[src/rtl/pacman_display_timing.sv]
`default_nettype none
// ============================================================================
// pacman_display_timing : VGA raster timing with letterboxed, upscaled
// 224x288 game coordinates. Optional macro PACMAN_TIMING_FRAME_COUNT_EN adds
// the 16-bit frame_cnt output.                                  Rev 1.0
// ============================================================================
module pacman_display_timing #(
   parameter int H_ACTIVE = 800,
   parameter int H_FP     = 40,
   parameter int H_SYNC   = 128,
   parameter int H_BP     = 88,
   parameter int V_ACTIVE = 600,
   parameter int V_FP     = 1,
   parameter int V_SYNC   = 4,
   parameter int V_BP     = 23,
   parameter int SYNC_POS = 1,
   parameter int GAME_W   = 224,
   parameter int GAME_H   = 288,
   parameter int SCALE    = 2
) (
   input  logic                      vga_pix_clk,
   input  logic                      rst,
   output logic                      hsync,
   output logic                      vsync,
   output logic                      vga_de,
   output logic [$clog2(GAME_W)-1:0] sx,
   output logic [$clog2(GAME_H)-1:0] sy,
   output logic                      display_enabled,
   output logic                      game_pix_stb,
   output logic                      frame_stb,
   output logic                      vblank_stb
`ifdef PACMAN_TIMING_FRAME_COUNT_EN
   ,
   output logic [15:0]               frame_cnt
`endif
);

   localparam int H_TOTAL = H_ACTIVE + H_FP + H_SYNC + H_BP;
   localparam int V_TOTAL = V_ACTIVE + V_FP + V_SYNC + V_BP;
   localparam int H_OFF   = (H_ACTIVE - SCALE * GAME_W) / 2;
   localparam int V_OFF   = (V_ACTIVE - SCALE * GAME_H) / 2;

   localparam int HW = $clog2(H_TOTAL);
   localparam int VW = $clog2(V_TOTAL);
   localparam int XW = $clog2(GAME_W);
   localparam int YW = $clog2(GAME_H);
   localparam int SW = (SCALE > 1) ? $clog2(SCALE) : 1;

   localparam logic [HW-1:0] H_LAST    = HW'(H_TOTAL - 1);
   localparam logic [HW-1:0] H_ACT     = HW'(H_ACTIVE);
   localparam logic [HW-1:0] H_WIN_LO  = HW'(H_OFF);
   localparam logic [HW-1:0] H_WIN_HI  = HW'(H_OFF + SCALE * GAME_W);
   localparam logic [HW-1:0] H_SYNC_LO = HW'(H_ACTIVE + H_FP);
   localparam logic [HW-1:0] H_SYNC_HI = HW'(H_ACTIVE + H_FP + H_SYNC);
   localparam logic [VW-1:0] V_LAST    = VW'(V_TOTAL - 1);
   localparam logic [VW-1:0] V_ACT     = VW'(V_ACTIVE);
   localparam logic [VW-1:0] V_WIN_LO  = VW'(V_OFF);
   localparam logic [VW-1:0] V_WIN_HI  = VW'(V_OFF + SCALE * GAME_H);
   localparam logic [VW-1:0] V_SYNC_LO = VW'(V_ACTIVE + V_FP);
   localparam logic [VW-1:0] V_SYNC_HI = VW'(V_ACTIVE + V_FP + V_SYNC);
   localparam logic [SW-1:0] SUB_LAST  = SW'(SCALE - 1);
   localparam logic [XW-1:0] GX_LAST   = XW'(GAME_W - 1);
   localparam logic [YW-1:0] GY_LAST   = YW'(GAME_H - 1);
   localparam logic          SYNC_ON   = (SYNC_POS != 0);

   if (SCALE * GAME_W > H_ACTIVE) begin : g_bad_width
      $error("pacman_display_timing: SCALE*GAME_W exceeds H_ACTIVE");
   end
   if (SCALE * GAME_H > V_ACTIVE) begin : g_bad_height
      $error("pacman_display_timing: SCALE*GAME_H exceeds V_ACTIVE");
   end

   logic [HW-1:0] hc;
   logic [VW-1:0] vc;
   logic [SW-1:0] hsub;
   logic [SW-1:0] vsub;
   logic [XW-1:0] gx;
   logic [YW-1:0] gy;

   logic h_win, v_win, de_nxt, line_end, frame_end;
   logic hs_act, vs_act, pix_nxt, frame_nxt;

   assign h_win     = (hc >= H_WIN_LO) && (hc < H_WIN_HI);
   assign v_win     = (vc >= V_WIN_LO) && (vc < V_WIN_HI);
   assign de_nxt    = h_win && v_win;
   assign line_end  = (hc == H_LAST);
   assign frame_end = line_end && (vc == V_LAST);
   assign hs_act    = (hc >= H_SYNC_LO) && (hc < H_SYNC_HI);
   assign vs_act    = (vc >= V_SYNC_LO) && (vc < V_SYNC_HI);
   assign pix_nxt   = de_nxt && (hsub == '0) && (vsub == '0);
   assign frame_nxt = pix_nxt && (gx == '0) && (gy == '0);

   // Sub-pixel counters only move inside their window; gx/gy saturate so the
   // trailing wrap of the last game pixel never overflows the coordinate.
   always_ff @(posedge vga_pix_clk) begin
      if (rst) begin
         hc   <= '0;
         vc   <= '0;
         hsub <= '0;
         vsub <= '0;
         gx   <= '0;
         gy   <= '0;
      end else if (line_end) begin
         hc   <= '0;
         hsub <= '0;
         gx   <= '0;
         if (frame_end) begin
            vc   <= '0;
            vsub <= '0;
            gy   <= '0;
         end else begin
            vc <= vc + VW'(1);
            if (v_win) begin
               if (vsub == SUB_LAST) begin
                  vsub <= '0;
                  if (gy != GY_LAST) gy <= gy + YW'(1);
               end else begin
                  vsub <= vsub + SW'(1);
               end
            end
         end
      end else begin
         hc <= hc + HW'(1);
         if (h_win) begin
            if (hsub == SUB_LAST) begin
               hsub <= '0;
               if (gx != GX_LAST) gx <= gx + XW'(1);
            end else begin
               hsub <= hsub + SW'(1);
            end
         end
      end
   end

   always_ff @(posedge vga_pix_clk) begin
      if (rst) begin
         hsync           <= ~SYNC_ON;
         vsync           <= ~SYNC_ON;
         vga_de          <= 1'b0;
         sx              <= '0;
         sy              <= '0;
         display_enabled <= 1'b0;
         game_pix_stb    <= 1'b0;
         frame_stb       <= 1'b0;
         vblank_stb      <= 1'b0;
      end else begin
         hsync           <= hs_act ? SYNC_ON : ~SYNC_ON;
         vsync           <= vs_act ? SYNC_ON : ~SYNC_ON;
         vga_de          <= (hc < H_ACT) && (vc < V_ACT);
         sx              <= h_win ? gx : '0;
         sy              <= v_win ? gy : '0;
         display_enabled <= de_nxt;
         game_pix_stb    <= pix_nxt;
         frame_stb       <= frame_nxt;
         vblank_stb      <= (hc == '0) && (vc == V_ACT);
      end
   end

`ifdef PACMAN_TIMING_FRAME_COUNT_EN
   always_ff @(posedge vga_pix_clk) begin
      if (rst) frame_cnt <= '0;
      else if (frame_nxt) frame_cnt <= frame_cnt + 16'd1;
   end
`endif

endmodule
`default_nettype wire

[config.mk]
export PLATFORM = sky130hd
export DESIGN_NAME = pacman_display_timing
export DESIGN_NICKNAME = d
export VERILOG_FILES = /design/src/rtl/pacman_display_timing.sv
export SDC_FILE = /design/constraint.sdc
export NUM_CORES = 1
export LEC_CHECK = 0
export CORE_MARGIN = 2
export CORE_UTILIZATION = 34
export DETAILED_ROUTE_END_ITERATION = 16
export SYNTH_ARGS = -nofsm -noshare
export SYNTH_HDL_FRONTEND = slang
export SYNTH_SLANG_ARGS = --single-unit
[constraint.sdc]
create_clock -name vga_pix_clk -period 4.4 [get_ports vga_pix_clk]
set_input_delay 0.66 -clock vga_pix_clk [delete_from_list [all_inputs] [get_ports vga_pix_clk]]
set_output_delay 0.66 -clock vga_pix_clk [all_outputs]
set_load 0.005 [all_outputs]
==> results of run 1 <==
final cells by class:
| type | count | area, sq um | share of cell area |
|---|---|---|---|
| clock inverters | 6 | 115 | 0.0334 |
| clock buffers | 10 | 138 | 0.0400 |
| flip-flops and latches | 64 | 1280 | 0.372 |
| repair buffers | 27 | 265 | 0.0771 |
| well taps | 105 | 131 | 0.0382 |
| inverters | 15 | 56.3 | 0.0164 |
| multi-input cells | 228 | 1460 | 0.423 |
sequential cells by signal, indices dropped and copies added (netlist names), 8 cells and up:
name / count
gx: 8
gy: 9
hc: 11
sx: 8
sy: 9
vc: 10
cells in the mapped netlist, drive strengths merged, types with 7 or more instances:
| master | count |
|---|---|
| a21oi | 14 |
| and2 | 15 |
| and3 | 10 |
| clkbuf | 14 |
| dfxtp | 64 |
| ha | 10 |
| inv | 14 |
| nand2 | 23 |
| nand3 | 18 |
| nor2 | 27 |
| nor3 | 9 |
| nor4 | 10 |
| o211ai | 7 |
| o21ai | 10 |
| or3 | 7 |
| xnor2 | 9 |
| xor2 | 12 |
cells by family after synthesis:
family	synth area share
buf+inv	0.0466
simple gates	0.274
compound gates	0.126
xor+xnor	0.0641
fa+ha+maj	0.0436
flops	0.446
per-layer routing:
layer	part of all wire	vias to the layer above	track usage
met5	0	-	0
met4	0.022	0	0.0726
met3	0.043	14	0.0352
met2	0.45	55	0.221
met1	0.48	1100	0.190
li1	-	1189	-
worst max path at each step:
stage | startpoint | cells past startpoint | to
2_1_floorplan | hc[7] | 7 | gy[3]
3_5_place_dp | hc[7] | 5 | gy[6]
6_report | hc[7] | 5 | gy[3]
4_1_cts | hc[7] | 5 | gy[3]
5_1_grt | hc[7] | 5 | gy[3]
3_3_place_gp | hc[7] | 5 | gy[3]
per-stage QoR:
| stage | power, W | area (sq um) | hold slack, ps | util | std cells |
|---|---|---|---|---|---|
| 2_1_floorplan | 0.000610 | 2870 | 426 | - | 325 |
| 3_3_place_gp | 0.000617 | 3190 | 437 | 0.388 | 439 |
| 4_1_cts | 0.00125 | 3440 | 481 | 0.419 | 455 |
| 5_1_grt | 0.00128 | 3440 | 490 | 0.419 | 455 |
| 6_report | 0.00124 | 3440 | 474 | 0.419 | 455 |
| 3_5_place_dp | 0.000617 | 3190 | 454 | 0.388 | 439 |
report_power, final:
group	leakage (nW)	switching, W	internal [W]	total [W]
logic	0.605	0.0000130	0.00000707	0.0000200
registers	0.516	0.00000251	0.000582	0.000584
clock network	0.123	0.000239	0.000394	0.000634
worst reg2reg max path, stage by stage (launching register included):
cell	delay, ps
dfxtp_1	400
or4_4	590
nor3_4	430
nand4_1	210
or4b_1	640
o31ai_1	300
==> results.tsv, run 1 <==
stage	metric	value	unit
timing	grt_setup_unrepaired	no	
floorplan	core	8220	sq um
hold_path	holdPathStages	1	
layout	drive_gt1_frac	0.0686	
floorplan	rows	33	
timing	timing.slew.headroom	0.505	
critical_path	cp_slowest_stage_delay	640	ps
cts	worstSkewPairLatency	350	ps
detailed_routing	wl_per_cell	13.3	microns
timing	fin_ws	1730	ps
cts	numCtsBuffers	9	
synth	synth-seq-area-share	0.446	
timing	hold_viol_final	0	
grt	grt_pass1_vias	2179	
pwr	leakagePower	1.24	nW
synth	synth_cell_types	46	
timing	setup_viol	0	
cts	root_buffer	clkbuf_8	
cts	h-tree-depth	3	
synth	syn_area	2870	sq um
critical_path	critPathKind	reg2reg	
grt	grt_usage	0.145	
timing	slew_violations	0	
critical_path	worstPathRequired	4650	ps
grt	antenna_found_initial	0	
hold_path	holdPathEnd	hc[0]	
synth	async_reset_ff_frac	0	
synth	synth_area_leaders	dfxtp_1 45%, ha_1 4.4%, xor2_1 3.7%	
floorplan	die_w	95.9	microns
floorplan	die_h	95.9	microns
critical_path	r2r_end	gy[3]	
layout	num-fill-cells	818	
cts	cts_resized	0	
synth	synth_top_area_cell	dfxtp_1	
floorplan	ioPinCount	26	
critical_path	end_kind	flip-flop	
cts	ctsHoldBuffers	0	
grt	grt.overflow.total	0	
grt	grt_max_degree	19	
pwr	peakVddDrop	0.167	mV
floorplan	initial_utilization	0.349	
detailed_routing	ant_nets	0	
synth	syn_inst	325	
timing	fin_tns_setup	0	ps
detailed_routing	drc	0	
layout	layout.nets	357	
cts	cts_buffer_depth	2	
cts	clk_pin_slew	70	ps
place	portBuffers	25	
floorplan	dieArea	9190	sq um
timing	worst-slew-pin-transition	743	ps
timing	period_share	0.606	
grt	grt_pass1_wl	10.3	mm
pwr	power_density	360	nW/um^2
critical_path	arrival	2910	ps
synth	synth_edf_count	0	
synth	synth_top_area_frac	0.446	
detailed_routing	num_vias	2358	
timing	final.min_clock_period	2670	ps
layout	most-common-layout-cells	64 x dfxtp_1, 27 x nor2_1, 25 x clkdlybuf4s50_1	
place	finalWeightedCongestion	0.814	
synth	synthesis.nets	337	
critical_path	path_buf_inv	0	
place	pre_cts_ws	1800	ps
critical_path	r2r_cells	5	
synth	ys_warn_count	0	
status	status	finished clean	
detailed_routing	viasPerCell	5.18	
detailed_routing	finalWirelength	6.05	mm
synth	ys_ff_latch	64	
critical_path	path_cells	or4_4 > nor3_4 > nand4_1 > or4b_1 > o31ai_1	
cts	cts_sinks	64	
cts	cts_tree	done	
critical_path	cp_top_family	simple AND/OR/NAND/NOR gates	
synth	yosys_most_used_dff	dfxtp_1	
critical_path	cp-start-kind	flip-flop	
hold_path	min_path_type	reg2reg	
layout	final_common_cell	dfxtp_1	
critical_path	r2r-start	hc[7]	
hold_path	min_from	hc[0]	
timing	skew	6.61	ps
detailed_routing	firstDrtPassIters	4	
critical_path	crit_path_max_fanout	13	
cts	postCtsSetupRepairBufs	0	
timing	max_freq	375	MHz
job	drv_cap	0	
critical_path	rrSetupSlack	1730	ps
synth	postSynthAreaPerCell	8.83	sq um
layout	diodes	0	
detailed_routing	drt_iter0_drc	109	
layout	syn_to_final_growth	19.9	%
critical_path	slowest_stage	or4b_1	
place	dp_hpwl	4.12	mm
(Power assumes the default switching activity.)
==> run 2, diff against run 1 <==
clock period = 2.5 ns   (was 4.4 ns; I/O delays follow)
==> results.tsv, run 2 (synthesis results as in run 1) <==
stage	metric	value	unit	change
critical_path	path_buf_inv	1		+1
grt	grt_max_degree	14		-5
detailed_routing	drt_iter0_drc	82		-25%
timing	hold_viol_final	0		unchanged
cts	numCtsBuffers	9		unchanged
layout	most-common-layout-cells	64 x dfxtp_1, 27 x nor2_1, 25 x clkdlybuf4s50_1		
layout	largest-register	hc		
layout	largest_reg_flops	11		unchanged
detailed_routing	num_vias	2346		-0.51%
critical_path	worstPathRequired	2740	ps	-1910 ps
timing	timing.slew.headroom	0.526		+0.0219
cts	cts_tree	done		
detailed_routing	ant_nets	0		unchanged
critical_path	cp_slowest_stage_delay	490	ps	-150 ps
timing	max_freq	441	MHz	+18%
detailed_routing	viasPerCell	5.09		-1.8%
cts	worstSkewPairLatency	360	ps	about the same
timing	fin_hold_ws	466	ps	-7.49 ps
layout	layout.nets	363		+1.7%
critical_path	path_cells	ha_1 > nand3_1 > nor4_1 > buf_4 > a21o_1 > or3b_2 > o211ai_1		
timing	slew_violations	0		unchanged
cts	postCtsSetupRepairBufs	0		unchanged
place	place_area	3230	sq um	+1.4%
critical_path	end_kind	flip-flop		
cts	root_buffer	clkbuf_8		
floorplan	ioPinCount	26		unchanged
floorplan	core	8220	sq um	unchanged
layout	diodes	0		unchanged
cts	clk_pin_slew	80	ps	about the same
critical_path	crit_path_max_fanout	11		-2
timing	setup_viol	0		unchanged
timing	period_share	0.906		+0.301
detailed_routing	drc	0		unchanged
detailed_routing	firstDrtPassIters	4		unchanged
floorplan	die_h	95.9	microns	unchanged
floorplan	dieArea	9190	sq um	unchanged
floorplan	initial_utilization	0.349		unchanged
layout	final_common_cell	dfxtp_1		
timing	fin_tns_setup	0	ps	unchanged
job	drv_cap	0		unchanged
cts	ctsHoldBuffers	0		unchanged
place	dp_hpwl	4.14	mm	+0.40%
pwr	peakVddDrop	0.220	mV	+32%
grt	grt_pass1_wl	10.1	mm	-2.3%
floorplan	die_w	95.9	microns	unchanged
critical_path	critPathKind	reg2reg		
cts	cts_sinks	64		unchanged
place	finalWeightedCongestion	0.866		+6.4%
status	status	finished clean		
timing	grt_setup_unrepaired	no		
cts	h-tree-depth	3		unchanged
critical_path	arrival	2510	ps	-400 ps
timing	final.min_clock_period	2270	ps	-399 ps
grt	antenna_found_initial	0		unchanged
layout	syn_to_final_growth	21.0	%	
layout	reg.largest.list	hc (11), vc (10)		
critical_path	slowest_stage	nor4_1		
grt	grt.overflow.total	0		unchanged
layout	fin_area	3470	sq um	+0.87%
grt	grt_usage	0.144		-0.000636
timing	fin_ws	234	ps	-1500 ps
layout	drive_gt1_frac	0.0899		+0.0213
critical_path	cp-start-kind	flip-flop		
pwr	power_density	599	nW/um^2	+67%
detailed_routing	wl_per_cell	12.8	microns	-3.6%
critical_path	cp_top_family	simple AND/OR/NAND/NOR gates		
timing	skew	10.3	ps	+3.68 ps
hold_path	min_path_type	reg2reg		
cts	cts_buffer_depth	2		unchanged
pwr	leakagePower	1.26	nW	+1.5%
place	portBuffers	25		unchanged
grt	grt_pass1_vias	2176		-0.14%
detailed_routing	finalWirelength	5.91	mm	-2.3%
place	pre_cts_ws	136	ps	-1660 ps
timing	worst-slew-pin-transition	710	ps	-33.5 ps
floorplan	rows	33		unchanged
run 2: worst paths after layout:
check / cells after the start / start / to / slack (ps)
worst max-delay path: 7 / vc[0] / gy[2] / 230
worst min-delay path: 1 / hc[0] / hc[0] / 470
worst max register to register: 7 / vc[0] / gy[2] / 230
worst min register to register: 1 / hc[0] / hc[0] / 470
run 2: power breakdown:
group	internal, W	total (W)	switching, W	leakage, nW
Clock	0.000571	0.00102	0.000445	0.110
Combinational	0.0000141	0.0000368	0.0000228	0.637
Sequential	0.00102	0.00103	0.00000367	0.516
Total	0.00161	0.00208	0.000471	1.26
run 2: final cells by class:
| cell class | count | area, sq um |
|---|---|---|
| inverters | 15 | 56.3 |
| flip-flops and latches | 64 | 1280 |
| fillers | 838 | 4740 |
| clock buffers | 9 | 124 |
| repair buffers | 33 | 310 |
| well taps | 105 | 131 |
| multi-input cells | 228 | 1470 |
| clock inverters | 7 | 103 |
run 2: repair_timing:
| action | CTS | global route |
|---|---|---|
| endpoints found under the setup margin | 0 | 4 |
| gates resized for setup | 0 | 2 |
| hold endpoints to repair | 0 | 0 |
run 2: routing by layer:
| metal | part of all wire | track usage |
|---|---|---|
| met5 | 0 | 0 |
| met4 | 0.026 | 0.0690 |
| met3 | 0.036 | 0.0470 |
| met2 | 0.43 | 0.220 |
| met1 | 0.50 | 0.183 |
run 2: metrics by stage:
step	total power, W	utilization	std cells
after global routing	0.00214	0.423	461
final	0.00208	0.423	461
after detailed placement	0.00109	0.394	445
after floorplan	0.00107	-	325
after CTS	0.00210	0.421	461
after global placement	0.00109	0.394	445
==> run 3, diff against run 2 <==
CTS_BUF_LIST = sky130_fd_sc_hd__clkbuf_8 sky130_fd_sc_hd__clkbuf_16   (was not set)
==> results of run 3 <==
No change in the layout: final DEF, timing and power equal those of run 2.
